`config.mk`:
```
export PLATFORM = sky130hd
export DESIGN_NAME = matrix_transposer
export DESIGN_NICKNAME = d
export VERILOG_FILES = /design/src/rtl/matrix_transposer.sv
export SDC_FILE = /design/constraint.sdc
export NUM_CORES = 1
export LEC_CHECK = 0
export CORE_UTILIZATION = 35
export CTS_BUF_LIST = sky130_fd_sc_hd__clkbuf_8 sky130_fd_sc_hd__clkbuf_16
export CTS_CLUSTER_SIZE = 28
export DETAILED_ROUTE_END_ITERATION = 8
export HOLD_SLACK_MARGIN = 0.12
export MAX_ROUTING_LAYER = met4
export SLEW_MARGIN = 0
export SYNTH_ARGS = -nofsm -noshare
export SYNTH_HDL_FRONTEND = slang
export SYNTH_SLANG_ARGS = --single-unit
```
`constraint.sdc`:
```
create_clock -name Clock -period 6.46 [get_ports Clock]
set_input_delay 1.292 -clock Clock [delete_from_list [all_inputs] [get_ports Clock]]
set_output_delay 1.292 -clock Clock [all_outputs]
set_load 0.05 [all_outputs]
```
`src/rtl/matrix_transposer.sv`:
```
// ============================================================================
// matrix_transposer
//
// 4x4 signed matrix transposition unit for the matrix math ALU.
// A run is started by Operation == OPCODE (edge-sensitive via the armed flag).
// The source matrix arrives one row per clock on Column1..4 and is buffered.
// The transposed matrix is then streamed out one row per clock on NewRow1..4,
// with Done high while those rows are presented.
//
// Ports:
//   Clock              in   system clock, rising-edge active
//   ClearAll           in   synchronous active-low reset
//   Operation[2:0]     in   ALU operation select (OPCODE = transpose, 0 = no-op)
//   Column1..4         in   signed elements 1..4 of the current source row
//   Error              out  unsupported-operation flag (registered)
//   Done               out  high while transposed rows are presented (registered)
//   NewRow1..4         out  signed elements 1..4 of the current transposed row
// ============================================================================
module matrix_transposer #(
    parameter int         WIDTH  = 32,
    parameter logic [2:0] OPCODE = 3'b100
) (
    input  logic                    Clock,
    input  logic                    ClearAll,
    input  logic [2:0]              Operation,
    input  logic signed [WIDTH-1:0] Column1,
    input  logic signed [WIDTH-1:0] Column2,
    input  logic signed [WIDTH-1:0] Column3,
    input  logic signed [WIDTH-1:0] Column4,
    output logic                    Error,
    output logic                    Done,
    output logic signed [WIDTH-1:0] NewRow1,
    output logic signed [WIDTH-1:0] NewRow2,
    output logic signed [WIDTH-1:0] NewRow3,
    output logic signed [WIDTH-1:0] NewRow4
);

    typedef enum logic [1:0] {
        IDLE = 2'd0,
        LOAD = 2'd1,
        OUT  = 2'd2
    } state_t;

    state_t                  state_q, state_d;
    logic [1:0]              cnt_q, cnt_d;
    logic                    armed_q, armed_d;
    logic                    error_q, error_d;
    logic                    done_q, done_d;

    // buf_q[r][c] holds source element A[r+1][c+1].
    logic signed [WIDTH-1:0] buf_q [4][4];
    logic signed [WIDTH-1:0] buf_d [4][4];
    logic signed [WIDTH-1:0] row_q [4];
    logic signed [WIDTH-1:0] row_d [4];
    logic signed [WIDTH-1:0] col   [4];

    assign col[0] = Column1;
    assign col[1] = Column2;
    assign col[2] = Column3;
    assign col[3] = Column4;

    always_ff @(posedge Clock) begin
        if (!ClearAll) begin
            state_q <= IDLE;
            cnt_q   <= 2'd0;
            armed_q <= 1'b1;
            error_q <= 1'b0;
            done_q  <= 1'b0;
            for (int r = 0; r < 4; r++) begin
                row_q[r] <= '0;
                for (int c = 0; c < 4; c++) begin
                    buf_q[r][c] <= '0;
                end
            end
        end else begin
            state_q <= state_d;
            cnt_q   <= cnt_d;
            armed_q <= armed_d;
            error_q <= error_d;
            done_q  <= done_d;
            row_q   <= row_d;
            buf_q   <= buf_d;
        end
    end

    always_comb begin
        state_d = state_q;
        cnt_d   = cnt_q;
        armed_d = armed_q;
        error_d = 1'b0;
        done_d  = 1'b0;
        row_d   = row_q;
        buf_d   = buf_q;

        case (state_q)
            IDLE: begin
                if (Operation == OPCODE) begin
                    // Holding the opcode after a run does not restart it:
                    // armed is only restored by an IDLE edge without the opcode.
                    if (armed_q) begin
                        buf_d[0] = col;
                        cnt_d    = 2'd1;
                        armed_d  = 1'b0;
                        state_d  = LOAD;
                    end
                end else begin
                    armed_d = 1'b1;
                    if (Operation != 3'b000) begin
                        error_d = 1'b1;
                    end
                end
            end

            LOAD: begin
                buf_d[cnt_q] = col;
                if (cnt_q == 2'd3) begin
                    cnt_d   = 2'd0;
                    state_d = OUT;
                end else begin
                    cnt_d = cnt_q + 2'd1;
                end
            end

            OUT: begin
                // Transposed row cnt+1 is source column cnt+1.
                for (int k = 0; k < 4; k++) begin
                    row_d[k] = buf_q[k][cnt_q];
                end
                done_d = 1'b1;
                if (cnt_q == 2'd3) begin
                    cnt_d   = 2'd0;
                    state_d = IDLE;
                end else begin
                    cnt_d = cnt_q + 2'd1;
                end
            end

            default: begin
                state_d = IDLE;
                cnt_d   = 2'd0;
            end
        endcase
    end

    assign Error   = error_q;
    assign Done    = done_q;
    assign NewRow1 = row_q[0];
    assign NewRow2 = row_q[1];
    assign NewRow3 = row_q[2];
    assign NewRow4 = row_q[3];

endmodule

```
Yosys cells after proc, flatten, opt, wreduce, memory -nomap -nowiden
Index checks and enable logic that the tools add are counted.
{"block": "word_totals", "latchBits": 0, "elab_cells": 76, "mem_bits_rw": 0, "n_memories": 0, "out_inout_bits": 130, "register_bits": 647, "inputBits": 133, "mem_bits_ro": 0}
{"block": "op_classes", "bitwise_logic": 3, "div": 0, "reduce_logical": 9, "mux": 28, "eq_ne": 8, "addsub": 1, "multipliers": 0, "magnitude_cmp": 2, "shifts": 0}
{"operator": "bitwise mux 512 bit", "count": 1}
{"operator": "2-to-1 mux 128 bit", "count": 3}
{"operator": "binary-select mux 32 bit (select 2 bit)", "count": 4}
{"operator": "demux 128 bit (select 2 bit)", "count": 1}
{"operator": "2-to-1 mux 32 bit", "count": 8}
{"operator": "one-hot mux 128 bit (2 select lines)", "count": 1}
{"operator": "2-to-1 mux 2 bit", "count": 5}
{"operator": "!= test 2 bit (second input constant)", "count": 4}
{"operator": "one-hot mux 2 bit (3 select lines)", "count": 1}
{"operator": "equality test 2 bit (second input constant)", "count": 2}
{"operator": "one-hot mux 2 bit (2 select lines)", "count": 1}
{"operator": "AND reduction 4 bit", "count": 1}
{"operator": "equality test 3 bit (second input constant)", "count": 1}
{"operator": ">= comparator 3 bit (second input constant)", "count": 1}
{"operator": "< comparator 3 x 1 -> 1 bit (second input constant)", "count": 1}
{"operator": "2-to-1 mux 1 bit", "count": 3}
{"operator": "inverter 2 -> 3 bit", "count": 1}
{"operator": "AND reduction 3 bit", "count": 1}
{"operator": "nonzero test 3 bit", "count": 1}
{"operator": "OR reduction 3 bit", "count": 1}
{"operator": "adder 2 x 1 -> 2 bit (second input constant)", "count": 1}
{"operator": "equality test 2 x 1 -> 1 bit (second input constant)", "count": 1}
{"operator": "zero test 2 bit", "count": 1}
{"operator": "inverter 1 bit", "count": 2}
{"operator": "4 further kinds", "count": 4}

Depth between registers and ports, before layout
Gate-level depths: netlist of run 1.
{"block": "depth", "depth_word": 7, "ltp_mapped": 11, "ltp_nobuf": 5}

Least setup slack after synthesis of run 1
OpenSTA, ideal clock, no wires.
{"block": "synth_path", "path_kind": "input -> register", "startpoint": "input port Operation[0]", "endpoint": "register buf_q[453] (netlist name)", "setup_time_ns": 0.123, "t_required_ns": 6.337, "setup_slack_ns": 4.051, "stages": 5, "t_arrival_ns": 2.287, "n_path_buf": 2, "path_cell_list": "nand4bb_4 -> a221o_1 -> buf_4 -> buf_6 -> mux2i_1"}
{"block": "synth_between", "elab_chain_cells": 3}
{"item": "start: declaration", "line_no": "25", "source": "input logic [2:0] Operation,"}
{"item": "equality test 3 bit", "line_no": "97", "source": "if (Operation == OPCODE) begin"}
{"item": "!= test 2 bit (no source line)"}
{"item": "AND reduction 3 bit (no source line)"}
{"item": "end signal: assignment", "line_no": "82", "source": "buf_q <= buf_d;"}
{"item": "end: declaration", "line_no": "51", "source": "logic signed [WIDTH-1:0] buf_q [4][4];"}
Every way passes these cells.
A chain may end at the register's enable or synchronous reset.

Worst setup path in the final report of run 1
{"block": "layout_path", "startpoint": "register row_q (netlist bit NewRow3[12])", "endpoint": "output port NewRow3[12]"}
{"item": "start: declaration", "line_no": "53", "source": "logic signed [WIDTH-1:0] row_q [4];"}
{"item": "start signal: assignment", "line_no": "81", "source": "row_q <= row_d;"}
{"item": "end: declaration", "line_no": "34", "source": "output logic signed [WIDTH-1:0] NewRow3,"}
No word-level cell between the ends.

==> results of run 1 <==
-- sequential cells by signal, summed over array words and instances (netlist names) --
register	cells
buf_q	512
NewRow1	32
NewRow2	32
NewRow3	32
NewRow4	32
cnt_q	2
state_q	2
Done	1
Error	1
armed_q	1
-- metrics by stage --
step / setup slack (ps) / utilization / power, mW / instances
after floorplan: 4050 / - / 6.31 / 2876
after global placement: 3020 / 0.396 / 6.84 / 3872
after detailed placement: 3030 / 0.396 / 6.86 / 3872
after CTS: 3110 / 0.428 / 11.1 / 4003
after global routing: 2950 / 0.428 / 11.4 / 4006
final: 3200 / 0.428 / 10.9 / 4006
-- cell type report --
type,instances,area share
Inverter,9,0.00136
Timing Repair Buffer,286,0.0890
Sequential cell,647,0.404
Tap cell,969,0.0378
Antenna cell,3,0.000234
Clock buffer,86,0.0621
Multi-Input combinational cell,1961,0.392
Clock inverter,45,0.0136
-- power by group through the flow --
stage	clock network (mW)	logic (mW)	registers [mW]
after floorplan	0	1.78	4.52
after global placement	0	2.24	4.59
after global routing	4.43	2.40	4.55
after detailed placement	0	2.26	4.60
final	4.17	2.23	4.51
after CTS	4.28	2.27	4.51
-- logic make-up (layout without fill, tap and decap cells) --
logic type | after synthesis | after routing | share of synthesized area
simple gates | 1043 | 1043 | 0.148
flops | 647 | 647 | 0.485
other cells | 0 | 3 | 0
buf+inv | 268 | 426 | 0.0465
fa+ha+maj | 12 | 12 | 0.00562
mux | 386 | 386 | 0.205
compound gates | 520 | 520 | 0.110
-- layer usage --
layer	GRT usage	vias to the layer above	share of wire	routed length, um
li1	-	10027	-	-
met1	0.251	9938	0.46	33500
met2	0.302	442	0.47	34400
met3	0.0287	95	0.043	3140
met4	0.0572	0	0.021	1540
met5	-	-	0	0
-- cells in the mapped netlist (all sizes together) --
cell type  number  area, um^2
nor2          129         484
a222oi          1        10.0
nand3           1        5.00
nand4           1        6.26
a21oi         385        1930
mux2i         258        2580
mux4          128        2880
nand4bb         1        27.5
o41ai           1        8.76
o211a           1        10.0
o32ai           1        8.76
a211o           1        8.76
nand2         906        3400
inv             9        33.8
clkbuf        161         604
and2            5        31.3
a31oi           1        6.26
buf            98         603
ha             12         150
a221o           1        10.0
dfxtp         647       13000
o211ai        128         961
-- worst max path at each step --
stage,start,endpoint
after floorplan,Operation[0],buf_q[453]$_SDFFE_PN0P_
after global routing,cnt_q[0]$_SDFFE_PN0P_,NewRow4[5]$_SDFFE_PN0N_
after CTS,cnt_q[0]$_SDFFE_PN0P_,NewRow4[5]$_SDFFE_PN0N_
final,NewRow3[12]$_SDFFE_PN0N_,NewRow3[12]
after detailed placement,ClearAll,buf_q[144]$_SDFFE_PN0P_
after global placement,ClearAll,NewRow3[14]$_SDFFE_PN0N_
==> impl_metrics.json, run 1 <==
{
  "power_frac_seq": 0.413,
  "crit_fanout": 2,
  "setup_viol": 0,
  "clockPowerShare": 0.383,
  "start_kind": "flop",
  "ff2ff_setup_slack_ps": 3210,
  "multi_input_area_um2": 12600,
  "cp_num_buf_inv": 1,
  "clk_latency_ps": 620,
  "grt.total_usage": 0.191,
  "nets": 3121,
  "syn_area_um2": 26700,
  "min_path_cells": 2,
  "p_leak_nw": 10.9,
  "required_ps": 5170,
  "avgRoutedWirePerCell_um": 18.1,
  "min_to": "buf_q[289]$_SDFFE_PN0P_",
  "maxSlewViolCount": 0,
  "final_cell_area_um2": 32100,
  "cts_sinks": 647,
  "relSlewSlack": 0.310,
  "tns_ps": 0,
  "post-cts-setup-buffer-count": 0,
  "irDropWorstVdd_mv": 0.394,
  "fin_skew_ps": 19.2,
  "layout_commonest_cell": "nand2_1",
  "hold_viol_final": 0,
  "synth_nets": 3021,
  "maxCapViolations": 0,
  "wl_mm": 72.6,
  "worstPathArrival_ps": 1970,
  "grt_pass1_wl_mm": 115,
  "crit_family": "buffers and inverters",
  "coreArea_um2": 74900,
  "placed_area_um2": 29700,
  "power.switching_mw": 3.25,
  "cts_hold_buf": 0,
  "crit_chain": "clkdlybuf4s50_1",
  "drive_above_1_share": 0.0933,
  "clockBufferDepth": 3,
  "worstMarginPinSlew_ps": 1040,
  "layout_common_cells": "nand2_1 (903), dfxtp_1 (645), a21oi_1 (385)",
  "crit_cells": 1,
  "rsz0062_at_grt": "no",
  "area_growth_pct": 20.2,
  "grt_pass1_vias": 19695,
  "die_area_um2": 77400,
  "grt.overflow.total": 0,
  "hold_class": "flop to flop",
  "num_vias": 20502,
  "row_count": 100,
  "dp_hpwl_mm": 44.1,
  "htreeDepth": 3,
  "port_buffers": 262,
  "antenna_found_initial": 3,
  "pin_count": 263,
  "die_h_um": 278,
  "r2r-start": "cnt_q[0]$_SDFFE_PN0P_",
  "dr.first_iter.drc_count": 1212,
  "status": "completed",
  "syn_inst": 2876,
  "first_pass_iters": 5,
  "ctsResizeCount": 0,
  "r2r_cells": 5,
  "cts_tree": "yes",
  "min-delay-start": "buf_q[289]$_SDFFE_PN0P_",
  "synth.distinct_cells": 25,
  "drc": 0,
  "clk_pin_slew_ps": 60,
  "crit_slowest_cell": "clkdlybuf4s50_1",
  "grt_max_degree": 170,
  "post-route-min-period_ps": 3260,
  "min_period_over_period": 0.504,
  "p_per_area_nw_per_um2": 340,
  "cp-end-kind": "output pin",
  "via_per_inst": 5.12,
  "start_util": 0.356,
  "fillers": 7264,
  "postRouteAntennaNets": 0,
  "ys_ff_latch": 647,
  "place.gp.congestion": 0.749,
  "swShare": 0.298,
  "r2r-end": "NewRow4[5]$_SDFFE_PN0N_",
  "cpPeakStageDelay_ps": 880,
  "cts_buffers": 71,
  "intPower_mw": 7.66,
  "ys_seq_area_frac": 0.485,
  "critical_path_class": "flop to output pin",
  "postSynthAreaPerCell_um2": 9.29,
  "seq_area_um2": 13000,
  "holdWs_ps": 448,
  "clock-root-buffer": "clkbuf_16",
  "fmax_mhz": 307,
  "power.share.combinational": 0.204,
  "synth_warnings": 0,
  "die_w_um": 278
}
No activity file was read; power rests on OpenSTA's default activity.
==> inputs of run 2 (changes only) <==
clock period = 2.6 ns   (was 6.46 ns; I/O delays follow)
==> impl_metrics.json, run 2 (synthesized netlist as in run 1, its figures left out) <==
{
  "status": "completed",
  "power.share.combinational": 0.221,
  "p_per_area_nw_per_um2": 834,
  "grt_pass1_wl_mm": 116,
  "hold_viol_final": 0,
  "swShare": 0.296,
  "row_count": 100,
  "pin_count": 263,
  "cts_tree": "yes",
  "utilization": 0.437,
  "regMostFlops": "buf_q",
  "clk_pin_slew_ps": 60,
  "setup_viol": 0,
  "final_cell_area_um2": 32800,
  "power_frac_seq": 0.406,
  "drive_above_1_share": 0.102,
  "clockBufferDepth": 3,
  "post-route-min-period_ps": 2420,
  "start_util": 0.356,
  "wl_mm": 72.8,
  "irDropWorstVdd_mv": 0.802,
  "dr.first_iter.drc_count": 1549,
  "placed_area_um2": 30400,
  "die_area_um2": 77400,
  "port_buffers": 262,
  "avgRoutedWirePerCell_um": 18.0,
  "cts_sinks": 647,
  "grt.total_usage": 0.192,
  "hold_class": "flop to flop",
  "crit_slowest_cell": "clkdlybuf4s50_1",
  "fin_skew_ps": 21.0,
  "via_per_inst": 5.07,
  "start_kind": "flop",
  "die_h_um": 278,
  "fmax_mhz": 413,
  "crit_family": "buffers and inverters",
  "htreeDepth": 3,
  "cts_hold_buf": 0,
  "rsz0062_at_grt": "no",
  "stdcell_count": 4044,
  "area_growth_pct": 22.6,
  "layout_commonest_cell": "nand2_1",
  "seq_area_um2": 13000,
  "grt.overflow.total": 0,
  "place.gp.congestion": 0.751,
  "min_path_cells": 2,
  "num_vias": 20492,
  "grt_pass1_vias": 20150,
  "crit_cells": 1,
  "crit_fanout": 2,
  "first_pass_iters": 5,
  "grt_max_degree": 153,
  "p_leak_nw": 11.3,
  "power.switching_mw": 8.08,
  "maxCapViolations": 0,
  "largest_register_ffs": 512,
  "critical_path_class": "flop to output pin",
  "fillers": 7140,
  "dp_cells": 3911,
  "min_period_over_period": 0.931,
  "coreArea_um2": 74900,
  "worstPathArrival_ps": 1900,
  "dp_hpwl_mm": 46.6,
  "maxSlewViolCount": 0,
  "layout_common_cells": "nand2_1 (903), dfxtp_1 (645), a21oi_1 (385)",
  "relSlewSlack": 0.466,
  "ctsResizeCount": 0,
  "cp-end-kind": "output pin",
  "diodes": 0,
  "postRouteAntennaNets": 0,
  "intPower_mw": 19.2,
  "die_w_um": 278,
  "cts_buffers": 73,
  "worstMarginPinSlew_ps": 800,
  "multi_input_area_um2": 12600,
  "clockPowerShare": 0.373,
  "tns_ps": 0,
  "antenna_found_initial": 0,
  "clk_latency_ps": 600,
  "nets": 3162,
  "cpPeakStageDelay_ps": 910,
  "clock-root-buffer": "clkbuf_16",
  "drc": 0,
  "crit_chain": "clkdlybuf4s50_1",
  "r2r_cells": 6,
  "cp_num_buf_inv": 1,
  "post-cts-setup-buffer-count": 0,
  "required_ps": 2080
}
[run 2: worst paths after layout]
kind,from,end,slack [ps]
setup / recovery,NewRow3[12]$_SDFFE_PN0N_,NewRow3[12],180
hold / removal,buf_q[54]$_SDFFE_PN0P_,buf_q[54]$_SDFFE_PN0P_,450
setup reg to reg,state_q[0]$_SDFFE_PN0P_,buf_q[426]$_SDFFE_PN0P_,460
hold reg to reg,buf_q[54]$_SDFFE_PN0P_,buf_q[54]$_SDFFE_PN0P_,450
[run 2: through the flow]
step           power [mW]  hold WS, ps  worst slack, ps
2_1_floorplan        15.7          433              381
3_3_place_gp         17.4          438              254
3_5_place_dp         17.4          444              240
4_1_cts              27.7          451             67.0
5_1_grt              28.5          464             72.2
6_report             27.3          448              179
[run 2: cell type report]
type | count | area share
inverter | 9 | 0.00134
clock inverter | 41 | 0.00932
timing repair buffer | 325 | 0.108
multi-input combinational | 1961 | 0.384
clock buffer | 92 | 0.0641
sequential | 647 | 0.396
tap | 969 | 0.0370
[run 2: power by group through the flow]
stage,Clock (mW),Sequential [mW],Combinational (mW)
6_report,10.2,11.1,6.03
5_1_grt,10.8,11.2,6.50
4_1_cts,10.4,11.1,6.16
3_5_place_dp,0,11.3,6.14
3_3_place_gp,0,11.3,6.09
2_1_floorplan,0,11.2,4.43
[run 2: layer usage]
layer / vias up / wire [um] / GRT usage
li1: 10121 / - / -
met1: 9857 / 33400 / 0.253
met2: 420 / 35000 / 0.310
met3: 94 / 3030 / 0.0280
met4: 0 / 1260 / 0.0477
met5: - / 0 / -
